`src/rtl/uart_rx_fifo.sv`:
```
// Receive-side byte FIFO for a UART: edge-captures completed frames, drops
// framing-error bytes, flags overruns, and presents data first-word-fall-through.
module uart_rx_fifo #(
  parameter int unsigned DEPTH = 16,
  parameter int unsigned AW    = $clog2(DEPTH)
) (
  input  logic          clk,
  input  logic          rstn,
  input  logic          rxDone,
  input  logic          rxErr,
  input  logic [7:0]    rxOut,
  output logic          outValid,
  input  logic          outReady,
  output logic [7:0]    outData,
  output logic [AW:0]   count,
  output logic          full,
  output logic          overrun,
  output logic          frameErr,
  input  logic          clrFlags
);

  localparam int unsigned DW = 8;
  localparam int unsigned CW = AW + 1;

  logic [DW-1:0] mem [DEPTH];
  logic [AW-1:0] wr_ptr;
  logic [AW-1:0] rd_ptr;
  logic          rx_done_prev;

  logic          capture_c;
  logic          pop_c;
  logic          wr_en_c;
  logic          ovr_set_c;
  logic          ferr_set_c;
  logic [AW-1:0] wr_ptr_nxt_c;
  logic [AW-1:0] rd_ptr_nxt_c;
  logic [CW-1:0] count_nxt_c;
  logic [DW-1:0] head_nxt_c;

  // Event decode and next-state of pointers, occupancy and head register.
  always_comb begin
    capture_c    = 1'b0;
    pop_c        = 1'b0;
    wr_en_c      = 1'b0;
    ovr_set_c    = 1'b0;
    ferr_set_c   = 1'b0;
    wr_ptr_nxt_c = wr_ptr;
    rd_ptr_nxt_c = rd_ptr;
    count_nxt_c  = count;
    head_nxt_c   = outData;

    capture_c  = rxDone & ~rx_done_prev;
    pop_c      = outValid & outReady;
    wr_en_c    = capture_c & ~rxErr & (~full | pop_c);
    ovr_set_c  = capture_c & ~rxErr & full & ~pop_c;
    ferr_set_c = capture_c & rxErr;

    if (wr_en_c) begin
      wr_ptr_nxt_c = wr_ptr + AW'(1);
    end
    if (pop_c) begin
      rd_ptr_nxt_c = rd_ptr + AW'(1);
    end

    unique case ({wr_en_c, pop_c})
      2'b10:   count_nxt_c = count + CW'(1);
      2'b01:   count_nxt_c = count - CW'(1);
      default: count_nxt_c = count;
    endcase

    // A byte written this cycle into the slot that becomes the head bypasses memory.
    if (wr_en_c && (wr_ptr == rd_ptr_nxt_c)) begin
      head_nxt_c = rxOut;
    end else begin
      head_nxt_c = mem[rd_ptr_nxt_c];
    end
  end

  // Control and status registers.
  always_ff @(posedge clk) begin
    if (!rstn) begin
      wr_ptr       <= '0;
      rd_ptr       <= '0;
      count        <= '0;
      outValid     <= 1'b0;
      full         <= 1'b0;
      overrun      <= 1'b0;
      frameErr     <= 1'b0;
      outData      <= '0;
      rx_done_prev <= 1'b1;
    end else begin
      wr_ptr       <= wr_ptr_nxt_c;
      rd_ptr       <= rd_ptr_nxt_c;
      count        <= count_nxt_c;
      outValid     <= (count_nxt_c != '0);
      full         <= (count_nxt_c == CW'(DEPTH));
      overrun      <= ovr_set_c | (overrun & ~clrFlags);
      frameErr     <= ferr_set_c | (frameErr & ~clrFlags);
      outData      <= head_nxt_c;
      rx_done_prev <= rxDone;
    end
  end

  // Storage array; contents survive reset, only the pointers are cleared.
  always_ff @(posedge clk) begin
    if (rstn && wr_en_c) begin
      mem[wr_ptr] <= rxOut;
    end
  end

endmodule
```
`config.mk`:
```
export PLATFORM = sky130hd
export DESIGN_NAME = uart_rx_fifo
export DESIGN_NICKNAME = d
export VERILOG_FILES = /design/src/rtl/uart_rx_fifo.sv
export SDC_FILE = /design/constraint.sdc
export NUM_CORES = 1
export LEC_CHECK = 0
export CORE_ASPECT_RATIO = 0.6
export CORE_UTILIZATION = 60
export DETAILED_ROUTE_END_ITERATION = 12
export HOLD_SLACK_MARGIN = 0.03
export PLACE_DENSITY = 0.9
export SYNTH_ARGS = -nofsm -noshare
export SYNTH_HDL_FRONTEND = slang
export SYNTH_SLANG_ARGS = --single-unit
```
`constraint.sdc`:
```
create_clock -name clk -period 3.65 [get_ports clk]
set_input_delay 0.5475 -clock clk [delete_from_list [all_inputs] [get_ports clk]]
set_output_delay 0.5475 -clock clk [all_outputs]
set_load 0.05 [all_outputs]
```
======== Word-level counts from Yosys, hierarchy flattened ========
Memory sizes are Yosys's and may differ from the RTL's. A register that Yosys moved wholly into a read port is not among the register bits.
Cells that the tools add are included.
Widths: inputs -> output; s select.
operators by class
  add/subtract/negate cells ............... 4
  equality and inequality tests ........... 3
  muxes and demuxes ....................... 4
  bitwise gates (word level) .............. 17
  reductions and logical operators ........ 3
operators with widths
  kind                 number
  $pmux 5 s2           1
  $and 1x1->1          9
  $add 4x1->4 const B  2
  $add 5x1->5 const B  1
  $eq 5x5->1 const B   1
  $not 1->1            5
  $reduce_bool 5->1    1
  $sub 5x1->5 const B  1
  $mux 4               1
  $or 1x1->1           3
  $eq 2x1->1 const B   1
  $eq 2x2->1 const B   1
  $mux 1               2
  $logic_and 1x1->1    1
  $logic_not 1->1      1
word-level totals
  register bits after elaboration ......... 18
  bits in writable memories ............... 128
  output and inout port bits .............. 17
  logic and storage cells ................. 40
  memories ................................ 1
memory list
  name  depth  width  read ports  clocked after memory_dff  write ports  RTL line  RTL
  mem   16     8      1           1                         1            25        logic [DW-1:0] mem [DEPTH];

======== Longest topological paths before layout ========
Gate-level depths: netlist of run 1.
  depth in word-level cells ............... 7
  mapped depth ............................ 13
  depth with buffers taken out ............ 12

======== Least setup slack after synthesis of run 1 ========
No wires, ideal clock.
  path kind ............................... flip-flop to flip-flop
  start point ............................. register outValid
  end point ............................... register outValid
  setup time .............................. 0.114 ns
  arrival time ............................ 3.040 ns
  slack ................................... 0.496 ns
  stages on the path, launching flop included .. 14
  buffers on the path ..................... 1
  cells stage by stage .................... dfxtp_1 > nand2_4 > a21boi_1 > inv_1 > ha_1 > clkbuf_1 > xor2_1 > ha_1 > o31ai_1 > a32oi_1 > o31ai_1 > xnor2_1 > nor2b_1 > a21o_1
between the ends
  longest elaborated chain between the ends .. 6
ends and longest elaborated chain
  element                                   RTL line  RTL
  start: declaration                        12        output logic outValid,
  start signal: assignment                  95        outValid <= (count_nxt_c != '0);
  $and 1x1->1 (*)                           53        pop_c = outValid & outReady;
  $or 1x1->1                                54        wr_en_c = capture_c & ~rxErr & (~full | pop_c);
  $and 1x1->1                               54
  $eq 2x1->1 or $eq 2x2->1 (tied branches)  65        unique case ({wr_en_c, pop_c})
  $pmux 5 s2 (*)                            65
  $reduce_bool 5->1 (*)                     95
Every way passes the cells marked *; elsewhere a longest branch is shown, timed or not.
A chain may end at the register's enable or synchronous reset.

======== Worst setup path in the final report of run 1 ========
  start point ............................. input port rxDone
  end point ............................... register outValid
between the ends
  longest elaborated chain between the ends .. 6
ends and longest elaborated chain
  element                                   RTL line  RTL
  start: declaration                        9         input logic rxDone,
  $and 1x1->1 (*)                           52        capture_c = rxDone & ~rx_done_prev;
  $and 1x1->1 (*) (2 in series)             54
  $eq 2x1->1 or $eq 2x2->1 (tied branches)  65
  $pmux 5 s2 (*)                            65
  $reduce_bool 5->1 (*)                     95
Marked as above.

==> results.tsv, run 1 <==
metric	value	unit
outcome	completed	
die_area	11920	µm²
clkLatencyLatePin	420	ps
core_area	10850	µm²
place_congestion	0.9344	
cts_hold_buf	0	
avgRoutedWirePerCell	24.25	µm
drc	0	
synth_top_family_by_area	multiplexers	
timing.final.ws_setup	531.4	ps
syn_inst	487	
cts_sinks	154	
layout_min_cycle_time	3119	ps
grt_usage	0.2962	
io_buffers	30	
avgViaCountPerCell	6.781	
drv_cap	0	
ir_drop	362.9	µV
yosysSeqAreaShare	0.6342	
die_w	140.3	µm
cp.required	3970	ps
synth_flop_cell	edfxtp_1	
synthTopCellsByCount	edfxtp_1 (128), mux2i_1 (69), nand2_1 (35), dfxtp_1 (26), a221oi_1 (20)	
pre_cts_slack	137.4	ps
setup_tns	0	ps
ys_types	52	
drive_above_1_share	0.1282	
vias	4645	
tightestPinTransition	909.4	ps
synth_fa_ha_area_frac	0.01455	
yosys_warnings	0	
synth_simple_gate_area_frac	0.08091	
postRouteAntennaNets	0	
hold_class	reg -> reg	
crit_type	in -> reg	
grt_start_max_net_pins	34	
yosysMostFrequentCell	edfxtp_1	
post-route-util	0.7392	
firstDrtPassIters	6	
powerDensity	521.3	nW/µm²
relSlewSlack	0.3915	
synth.area.mux_share	0.1364	
period_share	0.8544	
synth_area	6882	µm²
arrival	3440	ps
cts_tree	yes	
overflow	0	
grt_pass1_wl	25270	µm
crit_fanout	7	
synth_top_area_frac	0.5585	
rsz0062_at_grt	false	
synth-seq-cells	154	
finalHoldViolations	0	
clk_pin_slew_worst_paths	60	ps
async_flop_share	0	
fp-row-count	29	
mappedNetlistNets	509	
cts_resized	0	
area_growth	16.55	%
final_area	8020	µm²
synth_compound_area_frac	0.09218	
whs	554.7	ps
slew_violations	0	
synth_top_cell_by_area	edfxtp_1	
start_util	0.6343	
synth_edf_count	128	
p_leak	2.794	nW
antenna_found_initial	0	
cts_setup_buffers	0	
syn_avg_cell_area	14.13	µm²
place_area	7430	µm²
drt-initial-drc-count	626	
hpwlAfterDp	10940	µm
fin_nets	555	
htreeDepth	4	
first_global_vias	4539	
wl	16610	µm
setup-violations-final	0	
cts_root_buffer	clkbuf_16	
synthXorXnorAreaFrac	0.01636	
crit_path_end_kind	register	
io_pins	31	
clock-skew-final	9.571	ps
numCtsBuffers	17	
diodes	0	
fmax	320.7	MHz
ys_top_cells_by_area	edfxtp_1 (56%), mux2i_1 (10%), dfxtp_1 (7.6%), mux4_2 (3.6%), a221oi_1 (2.5%)	
clockBufferDepth	2	
die_h	84.96	µm
startpoint_type	input pin	
==> worst max-delay path: stages <==
cell,delay [ps]
clkdlybuf4s50_1,490
nor3b_1,290
a21boi_1,280
inv_1,100
ha_1,300
xor2_1,200
ha_1,210
nor2b_1,200
a32oi_1,130
o31ai_1,260
xnor2_1,180
nor2b_1,90
a21o_1,160
==> layer usage <==
metal / wire length [µm] / vias to the layer above / track usage
li1: - / 2006 / -
met5: 0 / - / 0.03239
met1: 6968 / 2304 / 0.4279
met2: 7338 / 300 / 0.4268
met4: 290 / 0 / 0.1199
met3: 2012 / 35 / 0.07957
==> state kept, by name, indices dropped and copies added (netlist names) <==
signal / cells
mem: 128
outData: 8
count: 5
rd_ptr: 4
wr_ptr: 4
frameErr: 1
full: 1
outValid: 1
overrun: 1
rx_done_prev: 1
==> kinds of logic (layout without fill, tap and decap cells) <==
kind of cell	count (synthesis)	after routing
DFF	154	154
xor gates and xnor gates	12	12
AOI/OAI and AO/OA	83	83
adders and majority gates	8	8
buffers and inverters	39	98
muxes	80	80
and+or+nand+nor	111	111
==> worst paths after layout <==
kind	slack (ps)	from	end	cells after the start
max	530	rxDone	outValid	13
min reg2reg	550	frameErr	frameErr	2
max reg2reg	570	rd_ptr[0]	outData[7]	7
min	550	frameErr	frameErr	2
==> area by class of cell <==
cell class / count / area [µm²]
Clock buffer: 22 / 464.2
Clock inverter: 10 / 126.4
Fill cell: 628 / 2829
Inverter: 9 / 33.78
Multi-Input combinational cell: 294 / 2342
Sequential cell: 154 / 4364
Tap cell: 139 / 173.9
Timing Repair Buffer: 57 / 515.5
==> stage by stage <==
stage,std cells,total power [W]
after floorplan,487,0.002290
final,685,0.004181
after global placement,653,0.002423
after CTS,685,0.004174
after detailed placement,653,0.002442
after global routing,685,0.004272
==> power breakdown <==
part | total [W] | leakage [nW] | internal, W | switching, W
combinational | 0.000473 | 1.15 | 0.000190 | 0.000283
clock | 0.00176 | 0.283 | 0.00110 | 0.000660
sequential | 0.00195 | 1.36 | 0.00192 | 0.0000261
total | 0.00418 | 2.79 | 0.00321 | 0.000969
==> layout by cell type (no fill, tap or decap), types with 3 or more instances in the layout <==
cell / n
mux4_2: 11
buf_4: 26
bufinv_16: 3
clkinv_1: 4
o21ai_0: 9
clkdlybuf4s50_1: 30
dfxtp_1: 26
edfxtp_1: 128
clkbuf_1: 3
and2_1: 7
o31ai_1: 3
mux2i_1: 69
a222oi_1: 6
xor2_1: 3
ha_1: 8
a221oi_1: 20
xnor2_1: 8
clkbuf_16: 17
a32oi_1: 7
o22ai_1: 6
nor2b_1: 11
o211ai_1: 5
nand3_1: 17
nand2_1: 35
nor3_1: 6
nor2_1: 16
nand2b_1: 6
a31oi_1: 8
a21oi_1: 5
inv_1: 8
(Power assumes the default switching activity.)
==> run 2, diff against run 1 <==
- SLEW_MARGIN: default -> 25
==> results of run 2 <==
Final layout, timing and power as in run 1 (identical DEF).
==> run 3, diff against run 2 <==
- CORE_UTILIZATION: 60 -> 63
- DONT_BUFFER_PORTS: default -> 1
- SKIP_LAST_GASP: default -> 1
==> run 3 against run 2 <==
  * Register-to-register slack improved by 120 ps
  * Non-clock buffer count shrank 40
  * Via count fell by 5.4%
  * Combinational power is 23% lower
  * Routed wire length decreased by 6.3%
  * Total power is essentially flat
  * Final area fell by 4.5%
  * Critical path type is now reg -> reg
  * Largest power group unchanged
  * Highest routed layer unchanged
==> results.tsv, run 3 (synthesized netlist as in run 1, its figures left out) <==
metric	value	unit
outcome	completed	
grt_start_max_net_pins	34	
avgViaCountPerCell	6.809	
mostFrequentLayoutCells	edfxtp_1 (128), mux2i_1 (69), nand2_1 (35), dfxtp_1 (26), a221oi_1 (20)	
cp.required	3960	ps
final_common_cell	edfxtp_1	
diodes	0	
finalHoldViolations	0	
drc	0	
p_leak	2.649	nW
dp_cells	613	
fp-row-count	29	
layout_min_cycle_time	2959	ps
combPwrFrac	0.087	
grt_pass1_wl	23670	µm
whs	216.8	ps
powerDensity	545.7	nW/µm²
p_sw	0.0009666	W
clockBufferDepth	2	
switching_share	0.2312	
io_buffers	0	
crit_fanout	8	
clkPwrFrac	0.440	
die_h	82.96	µm
crit_type	reg -> reg	
relSlewSlack	0.3629	
cts_root_buffer	clkbuf_16	
slew_violations	0	
cts_resized	0	
post-route-util	0.7232	
grt_usage	0.2959	
cp_top_family	compound AO/OA/AOI/OAI gates	
fmax	338.0	MHz
avgRoutedWirePerCell	24.13	µm
worst-path-buf-inv	2	
rsz0062_at_grt	false	
cp_slowest_cell	dfxtp_1	
vias	4392	
arrival	3270	ps
whs_path_depth	0	
postRouteAntennaNets	0	
cts_hold_buf	0	
wl	15560	µm
drive_above_1_share	0.1265	
antenna_found_initial	0	
cts_sinks	154	
place_congestion	0.8963	
path_cells	nor3b_1, a21boi_1, buf_4, inv_1, ha_1, xor2_1, ha_1, o31ai_1, a32oi_1, o31ai_1, xnor2_1, nor2b_1, a21o_1	
clock-skew-final	13.36	ps
hold_class	in -> reg	
overflow	0	
core_area	10600	µm²
largest_reg_flops	128	
pwr-share-seq	0.473	
area_growth	11.35	%
hpwlAfterDp	10200	µm
start_util	0.6495	
io_pins	31	
timing.final.ws_setup	691.1	ps
clk_pin_slew_worst_paths	60	ps
die_area	11360	µm²
instances_no_fill	645	
regMostFlops	mem	
drt-initial-drc-count	710	
cts_setup_buffers	0	
ir_drop	480.6	µV
rr_worst_depth	13	
setup_tns	0	ps
first_global_vias	4173	
pre_cts_slack	537.3	ps
clkLatencyLatePin	420	ps
firstDrtPassIters	7	
fin_nets	515	
setup-violations-final	0	
crit_path_end_kind	register	
reg_top3	mem x128, outData x8, count x5	
numCtsBuffers	17	
cp.depth	13	
drv_cap	0	
intPower	0.003215	W
period_share	0.8107	
slowest_delay	320	ps
cts_tree	yes	
tightestPinTransition	952.1	ps
htreeDepth	4	
die_w	136.9	µm
startpoint_type	register	
run 3: changes by cell type in the layout (fill, tap and decap cells not counted), sizes merged:
cell,before,now
clkdlybuf4s50,30,0
clkbuf,22,17
inv,8,12
clkinvlp,2,0
buf,27,17
clkinv,6,8
bufinv,3,4
run 3: power groups by stage:
stage	registers [W]	clock network [W]	logic, W
floorplan	0.00202	0	0.000266
global placement	0.00201	0	0.000337
detailed placement	0.00202	0	0.000351
CTS	0.00198	0.00186	0.000356
global route	0.00198	0.00192	0.000385
finish	0.00198	0.00184	0.000363
run 3: path summary, 6_finish.rpt:
path / from / to / slack, ps
setup reg to reg: rx_done_prev / outValid / 690
hold reg to reg: rx_done_prev / frameErr / 580
hold / removal: rxOut[0] / mem[4][0] / 220
setup / recovery: rx_done_prev / outValid / 690
run 3: worst register-to-register path, delay by kind of cell, from the launching register on:
family	cells	cell delay, ps
compound gates	5	1000
fa+ha+maj	2	510
simple gates	2	390
xor+xnor	2	370
flops	1	320
buf+inv	2	260
run 3: final cells by class:
class | count | area [µm²]
Clock inverter | 15 | 195.2
Fill cell | 645 | 2933
Multi-Input combinational cell | 294 | 2342
Clock buffer | 17 | 425.4
Tap cell | 139 | 173.9
Inverter | 9 | 33.78
Sequential cell | 154 | 4364
Timing Repair Buffer | 17 | 127.6
run 3: per-layer routing:
layer / wire length (µm) / global-route usage
met2: 6902 / 0.4229
met4: 207 / 0.07393
met1: 6315 / 0.4343
met3: 2138 / 0.1050
met5: 0 / 0
run 3: per-stage QoR:
step           cell area (µm²)  power [W]
2_1_floorplan             6882   0.002290
3_3_place_gp              7042   0.002352
3_5_place_dp              7042   0.002367
4_1_cts                   7662   0.004190
5_1_grt                   7662   0.004286
6_report                  7662   0.004182
